`config.mk`:
```
export PLATFORM = sky130hd
export DESIGN_NAME = up_dn_counter_gen_flat
export DESIGN_NICKNAME = d
export VERILOG_FILES = /design/src/rtl/up_dn_counter_gen_if.sv /design/src/rtl/up_dn_counter_gen.sv /design/src/flat_wrapper.sv
export SDC_FILE = /design/constraint.sdc
export NUM_CORES = 1
export LEC_CHECK = 0
export ABC_AREA = 1
export CELL_PAD_IN_SITES_DETAIL_PLACEMENT = 0
export CELL_PAD_IN_SITES_GLOBAL_PLACEMENT = 2
export CORE_ASPECT_RATIO = 1.75
export CORE_UTILIZATION = 32
export CTS_CLUSTER_DIAMETER = 200
export DETAILED_ROUTE_END_ITERATION = 10
export DONT_BUFFER_PORTS = 1
export GPL_ROUTABILITY_DRIVEN = 1
export MAX_ROUTING_LAYER = met4
export PLACE_DENSITY = 0.74
export SETUP_SLACK_MARGIN = 0.02
export SLEW_MARGIN = 40
export SYNTH_ARGS = -nofsm -noshare
export SYNTH_HDL_FRONTEND = slang
export SYNTH_SLANG_ARGS = --single-unit
```
`constraint.sdc`:
```
create_clock -name CLK -period 3.1 [get_ports CLK]
set_input_delay 0.62 -clock CLK [delete_from_list [all_inputs] [get_ports CLK]]
set_output_delay 0.62 -clock CLK [all_outputs]
set_load 0.05 [all_outputs]
```
`src/rtl/up_dn_counter_gen_if.sv`:
```
// Control, bound and status signals of the programmable up/down counter.
// The master drives count/load/bound controls; the slave (counter) returns state and flags.
interface up_dn_counter_gen_if #(
  parameter int WIDTH  = 8,
  parameter int STEP_W = 4
);
  logic              EN;
  logic              Load;
  logic [WIDTH-1:0]  IN;
  logic              Up;
  logic              Down;
  logic [STEP_W-1:0] Step;
  logic [WIDTH-1:0]  Min;
  logic [WIDTH-1:0]  Max;
  logic              Wrap;
  logic [WIDTH-1:0]  Counter;
  logic              High;
  logic              Low;
  logic              Ovf;
  logic              Unf;
  logic              Cfg_Err;

  modport master (
    output EN, Load, IN, Up, Down, Step, Min, Max, Wrap,
    input  Counter, High, Low, Ovf, Unf, Cfg_Err
  );

  modport slave (
    input  EN, Load, IN, Up, Down, Step, Min, Max, Wrap,
    output Counter, High, Low, Ovf, Unf, Cfg_Err
  );
endinterface

```
`src/rtl/up_dn_counter_gen.sv`:
```
// Up/down counter with run-time bounds, saturate/wrap mode and registered ovf/unf pulses.
// Latency: one cycle from inputs to Counter/Ovf/Unf; no backpressure, a command is taken every cycle.
module up_dn_counter_gen #(
  parameter int WIDTH  = 8,
  parameter int STEP_W = 4
) (
  input  logic                 CLK,
  input  logic                 RST,
  up_dn_counter_gen_if.slave   bus
);

  // Extended width holds any sum/difference of counter and step with one spare bit.
  localparam int EW = ((STEP_W > WIDTH) ? STEP_W : WIDTH) + 1;

  logic [WIDTH-1:0] cnt_q;
  logic             ovf_q;
  logic             unf_q;

  logic [WIDTH-1:0] cnt_d;
  logic             ovf_d;
  logic             unf_d;

  logic [EW-1:0]    cnt_x;
  logic [EW-1:0]    step_x;
  logic [EW-1:0]    min_x;
  logic [EW-1:0]    max_x;
  logic [EW-1:0]    sum_x;
  logic [EW-1:0]    diff_x;

  logic             cfg_err;
  logic             step_nz;
  logic             do_dn;
  logic             do_up;
  logic             sum_ovf;
  logic             diff_unf;
  logic [WIDTH-1:0] load_val;

  assign cfg_err = (bus.Min > bus.Max);
  assign step_nz = (bus.Step != '0);

  assign cnt_x  = EW'(cnt_q);
  assign step_x = EW'(bus.Step);
  assign min_x  = EW'(bus.Min);
  assign max_x  = EW'(bus.Max);
  assign sum_x  = cnt_x + step_x;
  assign diff_x = cnt_x - step_x;

  // A counter already outside the bounds still compares correctly here, so
  // a stale value above Max overflows on any Up and below Min underflows on any Down.
  assign sum_ovf  = (sum_x > max_x);
  assign diff_unf = (step_x > cnt_x) || (diff_x < min_x);

  assign do_dn = bus.EN & bus.Down & step_nz;
  assign do_up = bus.EN & bus.Up & ~bus.Down & step_nz;

  always_comb begin
    load_val = bus.IN;
    if (bus.IN < bus.Min) begin
      load_val = bus.Min;
    end else if (bus.IN > bus.Max) begin
      load_val = bus.Max;
    end
  end

  always_comb begin
    cnt_d = cnt_q;
    ovf_d = 1'b0;
    unf_d = 1'b0;
    if (!cfg_err) begin
      if (bus.Load) begin
        cnt_d = load_val;
      end else if (do_dn) begin
        if (diff_unf) begin
          cnt_d = bus.Wrap ? bus.Max : bus.Min;
          unf_d = 1'b1;
        end else begin
          cnt_d = diff_x[WIDTH-1:0];
        end
      end else if (do_up) begin
        if (sum_ovf) begin
          cnt_d = bus.Wrap ? bus.Min : bus.Max;
          ovf_d = 1'b1;
        end else begin
          cnt_d = sum_x[WIDTH-1:0];
        end
      end
    end
  end

  always_ff @(posedge CLK) begin
    if (RST) begin
      cnt_q <= bus.Min;
      ovf_q <= 1'b0;
      unf_q <= 1'b0;
    end else begin
      cnt_q <= cnt_d;
      ovf_q <= ovf_d;
      unf_q <= unf_d;
    end
  end

  assign bus.Counter = cnt_q;
  assign bus.Ovf     = ovf_q;
  assign bus.Unf     = unf_q;
  assign bus.High    = (cnt_q >= bus.Max);
  assign bus.Low     = (cnt_q <= bus.Min);
  assign bus.Cfg_Err = cfg_err;

endmodule

```
`src/flat_wrapper.sv`:
```
// flat-port wrapper written by rule: the top's interface ports become plain ports
module up_dn_counter_gen_flat 
#(
  parameter int WIDTH  = 8,
  parameter int STEP_W = 4
)
  (CLK, RST, bus_EN, bus_Load, bus_IN, bus_Up, bus_Down, bus_Step, bus_Min, bus_Max, bus_Wrap, bus_Counter, bus_High, bus_Low, bus_Ovf, bus_Unf, bus_Cfg_Err);
  up_dn_counter_gen_if #(.WIDTH(WIDTH), .STEP_W(STEP_W)) bus_i ();
  input  logic CLK;
  input  logic RST;
  input wire logic [$bits(bus_i.EN)-1:0] bus_EN;
  input wire logic [$bits(bus_i.Load)-1:0] bus_Load;
  input wire logic [$bits(bus_i.IN)-1:0] bus_IN;
  input wire logic [$bits(bus_i.Up)-1:0] bus_Up;
  input wire logic [$bits(bus_i.Down)-1:0] bus_Down;
  input wire logic [$bits(bus_i.Step)-1:0] bus_Step;
  input wire logic [$bits(bus_i.Min)-1:0] bus_Min;
  input wire logic [$bits(bus_i.Max)-1:0] bus_Max;
  input wire logic [$bits(bus_i.Wrap)-1:0] bus_Wrap;
  output wire logic [$bits(bus_i.Counter)-1:0] bus_Counter;
  output wire logic [$bits(bus_i.High)-1:0] bus_High;
  output wire logic [$bits(bus_i.Low)-1:0] bus_Low;
  output wire logic [$bits(bus_i.Ovf)-1:0] bus_Ovf;
  output wire logic [$bits(bus_i.Unf)-1:0] bus_Unf;
  output wire logic [$bits(bus_i.Cfg_Err)-1:0] bus_Cfg_Err;
  assign bus_i.EN = bus_EN;
  assign bus_i.Load = bus_Load;
  assign bus_i.IN = bus_IN;
  assign bus_i.Up = bus_Up;
  assign bus_i.Down = bus_Down;
  assign bus_i.Step = bus_Step;
  assign bus_i.Min = bus_Min;
  assign bus_i.Max = bus_Max;
  assign bus_i.Wrap = bus_Wrap;
  assign bus_Counter = bus_i.Counter;
  assign bus_High = bus_i.High;
  assign bus_Low = bus_i.Low;
  assign bus_Ovf = bus_i.Ovf;
  assign bus_Unf = bus_i.Unf;
  assign bus_Cfg_Err = bus_i.Cfg_Err;
  up_dn_counter_gen #(.WIDTH(WIDTH), .STEP_W(STEP_W)) u_core (.CLK(CLK), .RST(RST), .bus(bus_i));
endmodule
```
* After elaboration in Yosys (flattened, before gate mapping) *
Index checks and enable logic that the tools add are counted.

storage, ports and cells
  register bits = 10
  output and inout port bits = 13
  logic and storage cells = 41

cells by class
  add/subtract/negate cells = 2
  $lt $le $gt $ge = 8
  equality and inequality tests = 1
  muxes and demuxes = 13
  bitwise logic cells = 8
  reductions and logical operators = 6

operator list
  kind                                   count
  two-way mux 8 bit                      11
  > comparator 8 bit                     2
  adder 8 x 4 -> 9 bit                   1
  > comparator 9 x 8 -> 1 bit            1
  less-than comparator 9 x 8 -> 1 bit    1
  subtractor 8 x 4 -> 9 bit              1
  >= comparator 8 bit                    1
  > comparator 4 x 8 -> 1 bit            1
  less-or-equal comparator 8 bit         1
  less-than comparator 8 bit             1
  nonzero test 4 bit                     2
  AND 1 bit                              5
  OR reduction 5 bit                     1
  OR reduction 4 bit                     1
  NOT 1 bit                              3
  two-way mux 1 bit                      2
  != test 2 bit (second input constant)  1
  AND reduction 2 bit                    1
  logical OR 1 bit                       1

* Depth between registers and ports, before layout *
  depth in word-level cells = 8
  gate-level depth with buffers = 27

* Least setup slack after synthesis *
OpenSTA, ideal clock, no wires.

  path kind = reg-to-reg
  from = reg u_core.cnt_q[0], in the netlist u_core.bus.Counter[0]
  to = reg u_core.cnt_q[6], in the netlist u_core.bus.Counter[6], data pin
  data arrival time = 2.973 ns
  setup slack = -0.131 ns
  cell stages (with the launch flop) = 21
  buffers on the path = 1
  clock period less this slack = 3.231 ns
  cells stage by stage = edfxtp_1 inv_1 ha_1 inv_1 fa_1 nand3_1 nand2_1 nor3_4 xor2_1 ha_1 a21oi_1 nand2_1 nand2_1 nand2_4 nand2_2 buf_6 nand2_1 o21ai_1 nand2_1 nand3_1 nand2_1

between the ends
  word-level cells in the longest chain between the ends = 8
  elaborated cells between the ends (all ways) = 13

ends and longest elaborated chain
  what                                                                                       line                                              source
  start: declaration                                                                         up_dn_counter_gen.sv:15                           logic [WIDTH-1:0] cnt_q;
  start signal: assignment                                                                   up_dn_counter_gen.sv:92                           cnt_q <= bus.Min;
  start signal: assignment                                                                   up_dn_counter_gen.sv:96                           cnt_q <= cnt_d;
  adder 8 x 4 -> 9 bit / subtractor 8 x 4 -> 9 bit (equally long branches)                   up_dn_counter_gen.sv:45, up_dn_counter_gen.sv:46
  > comparator 9 x 8 -> 1 bit / less-than comparator 9 x 8 -> 1 bit (equally long branches)  up_dn_counter_gen.sv:50, up_dn_counter_gen.sv:51
  two-way mux 8 bit / logical OR 1 bit (equally long branches)                               up_dn_counter_gen.sv:80, up_dn_counter_gen.sv:51
  two-way mux 8 bit (on tied branches)                                                       up_dn_counter_gen.sv:79, up_dn_counter_gen.sv:73
  two-way mux 8 bit (*)                                                                      up_dn_counter_gen.sv:72                           end else if (do_dn) begin
  two-way mux 8 bit (*)                                                                      up_dn_counter_gen.sv:70                           if (bus.Load) begin
  two-way mux 8 bit (*)                                                                      up_dn_counter_gen.sv:69                           if (!cfg_err) begin
  two-way mux 8 bit (*)                                                                      up_dn_counter_gen.sv:91                           if (RST) begin

Every way passes the cells marked *; elsewhere a longest branch is shown, timed or not. The select of a mux whose other input is x is not followed.
A chain may end at the register's enable or synchronous reset.

* Final worst setup path *
  from = reg u_core.cnt_q[0], in the netlist u_core.bus.Counter[0]
  to = reg u_core.cnt_q[7], in the netlist u_core.bus.Counter[7], data pin

Same word-level chain as after synthesis.

==> results.py <==
metrics = {
    "power_and_ir_drop": {
        "ir_drop_uv": 169,
        "p_leak_nw": 1.92,
        "powerDensity_mw_per_mm2": 515,
        "power.total_mw": 1.90,
    },
    "drt": {
        "avgRoutedWirePerCell_um": 15.7,
        "finalWirelength_um": 9810,
        "drt_iter0_drc": 82,
        "wl_met1_um": 3490,
        "firstDrtPassIters": 4,
        "ant_nets": 0,
        "wl_met2_um": 5570,
        "num_vias": 3114,
        "route.met3.wl_um": 343,
        "via_per_inst": 5.00,
        "top_layer_used": "met4",
        "drc": 0,
    },
    "die": {
        "row_count": 45,
        "fp.dieArea_mm2": 0.00942,
        "start_util_pct": 33.1,
        "die_width_um": 73.8,
        "die_h_um": 128,
        "core_mm2": 0.00873,
        "ios": 48,
    },
    "synthesis": {
        "synth_fp_nets": 552,
        "synth_edf_count": 8,
        "synth_area_mm2": 0.00289,
        "yosysWarningCount": 0,
        "ys_async_sr_fraction_pct": 0,
        "synthCells": 453,
        "ys_ff_latch": 10,
        "synth_area_per_cell_um2": 6.37,
        "synth_flop_cell": "edfxtp_1",
        "yosysSeqAreaShare_pct": 9.71,
        "synthDistinctLibCells": 39,
    },
    "clock_network": {
        "cts_sinks": 10,
        "clockRootBuffer": "clkbuf_16",
        "clk_latency_ps": 250,
        "cts.htree.levels": 1,
        "cts_buffers": 3,
        "cts_tree": "built",
        "clockBufferDepth": 2,
        "clkTransAtPathRegs_ps": 40,
        "hold_buffers": 0,
    },
    "critical_path": {
        "slowest_stage": "edfxtp_1",
        "crit_fanout": 6,
        "critical_path_class": "reg -> reg",
        "critPathTopFamily": "simple AND/OR/NAND/NOR gates",
        "cp-end-kind": "flip-flop",
        "r2r-end": "u_core.bus.Counter[7]",
        "worst-path-buf-inv": 4,
        "worstReg2RegStart": "u_core.bus.Counter[0]",
        "worst_ep_arrival_time_ps": 3140,
        "ff2ff_path_depth": 22,
        "path_cells": "inv_2, ha_4, inv_2, fa_2, buf_6, xor2_2, ha_1, a21oi_2, nand2_1, nand2_1, nand2_2, nand2_2, nand2_2, nand2_2, nand2_4, buf_6, nand3_2, nand2_1, nand2_1, nand2_1, nor2_1, nor2_1",
        "reg2reg_slack_ps": -30,
        "critPathMostFrequentCell": "nand2_1",
        "cp-start-kind": "flip-flop",
        "critPathRequiredTime_ps": 3110,
        "cp_slowest_stage_delay_ps": 420,
    },
    "finish": {
        "final_cell_count_no_fill": 623,
        "nNetsFinal": 606,
        "layout-drive-gt1-share_pct": 23.9,
        "fin_area_mm2": 0.00368,
        "final_common_cell": "nand2_1",
        "final_util_pct": 42.2,
        "diodes": 0,
        "fillers": 951,
        "area_growth_pct": 27.5,
        "layout_common_cells": "nand2_1 (127), ha_1 (58), buf_4 (54), inv_1 (50), nand3_1 (38)",
    },
    "hold_path": {
        "hold_end": "u_core.bus.Counter[7]",
        "hp-start": "bus_Min[7]",
        "hold_path.class": "in -> reg",
        "hold_depth": 2,
    },
    "timing": {
        "tightest_slew_ps": 560,
        "fin_crit_sh_pct": 101,
        "setup_viol": 1,
        "relSlewSlack_pct": 62.6,
        "rsz0062_at_grt": "true",
        "final.setup.worst_slack_ps": -32.6,
        "hold_ws_ps": 577,
        "report.final.slew_viol_count": 0,
        "finalHoldViolations": 0,
        "max_freq_mhz": 319,
        "min_period_ps": 3130,
        "worst_clock_skew_ps": 2.18,
    },
    "placement": {
        "place_area_mm2": 0.00335,
        "dpl.cell_count": 609,
        "portBuffers": 0,
        "hpwl_um": 8320,
        "routabilityCongestion": 0.901,
    },
    "global_routing": {
        "grtUsageTotal_pct": 22.4,
        "grt-ovfl-total": 0,
        "grt_max_degree": 33,
        "antenna_found_initial": 0,
        "grt_first_pass_wirelength_um": 15300,
        "grt_pass1_vias": 3059,
    },
    "run": {
        "drv_cap": 0,
    },
    "outcome": {
        "failed_checks": "negative setup slack",
        "outcome": "complete, but fails checks",
    },
}
==> layout make-up <==
cell class / count / area, um2 / area share (%)
multi-input cells: 377 / 2510 / 68.3
repair buffers: 56 / 428 / 11.6
flip-flops and latches: 10 / 280 / 7.61
inverters: 59 / 224 / 6.08
well taps: 117 / 146 / 3.98
clock buffers: 4 / 88.8 / 2.41
==> cells by family (layout without fill, tap and decap cells) <==
family | after synthesis | count (layout) | share of synthesized area [%]
DFF | 10 | 10 | 9.71
AOI/OAI and AO/OA | 78 | 78 | 15.4
and+or+nand+nor | 228 | 229 | 35.2
adders and majority gates | 64 | 64 | 28.3
xor gates and xnor gates | 6 | 6 | 1.82
buffers and inverters | 67 | 119 | 9.58
==> sequential cells by signal, summed over array words and instances (netlist names) <==
| register | flops |
|---|---|
| u_core.bus.Ovf | 1 |
| u_core.bus.Counter | 8 |
| u_core.bus.Unf | 1 |
==> worst max path at each step <==
stage	slack, ps	to	start	cells past startpoint
after global placement	-270	u_core.bus.Counter[0]	bus_Step[0]	21
after detailed placement	-240	u_core.bus.Counter[0]	bus_Step[0]	21
after CTS	20	u_core.bus.Counter[0]	u_core.bus.Counter[0]	19
final	-30	u_core.bus.Counter[7]	u_core.bus.Counter[0]	22
after floorplan	-60	u_core.bus.Counter[6]	u_core.bus.Counter[0]	20
after global routing	-160	u_core.bus.Counter[0]	u_core.bus.Counter[1]	19
==> cell usage after synthesis, drive strengths merged (2+ instances only) <==
master / number / area (um2)
ha: 62 / 776
buf: 5 / 43.8
inv: 59 / 221
o21ai: 42 / 210
dfxtp: 2 / 40.0
xor2: 5 / 43.8
nand3b: 3 / 26.3
a21oi: 27 / 146
nand3: 42 / 210
nor2: 24 / 100
clkbuf: 3 / 11.3
nand4: 5 / 37.5
edfxtp: 8 / 240
nand2: 148 / 591
nor3: 3 / 31.3
fa: 2 / 40.0
o21a: 3 / 22.5
==> per-layer routing <==
layer | up-vias | global-route usage (%)
li1 | 1622 | -
met1 | 1401 | 22.2
met2 | 69 | 43.4
met3 | 22 | 1.42
met4 | 0 | 9.16
met5 | - | -
==> where the power goes <==
part	switching, mW	internal, mW	total (mW)
combinational	0.806	0.599	1.40
sequential	0.0446	0.175	0.220
clock	0.0774	0.195	0.273
total	0.928	0.969	1.90
==> metrics by stage <==
step,setup WS (ps),setup TNS (ps)
after floorplan,-56.3,-172
after global placement,-270,-1680
after detailed placement,-238,-1460
after CTS,15.9,0
after global routing,-164,-858
final,-32.6,-32.6
==> repair_timing <==
item / CTS / global route
pin swaps: 4 / 24
gates cloned: 0 / 1
resized for setup: 4 / 34
setup buffers: 3 / 6
endpoints found under the setup margin: 8 / 8
(Power assumes the default switching activity.)
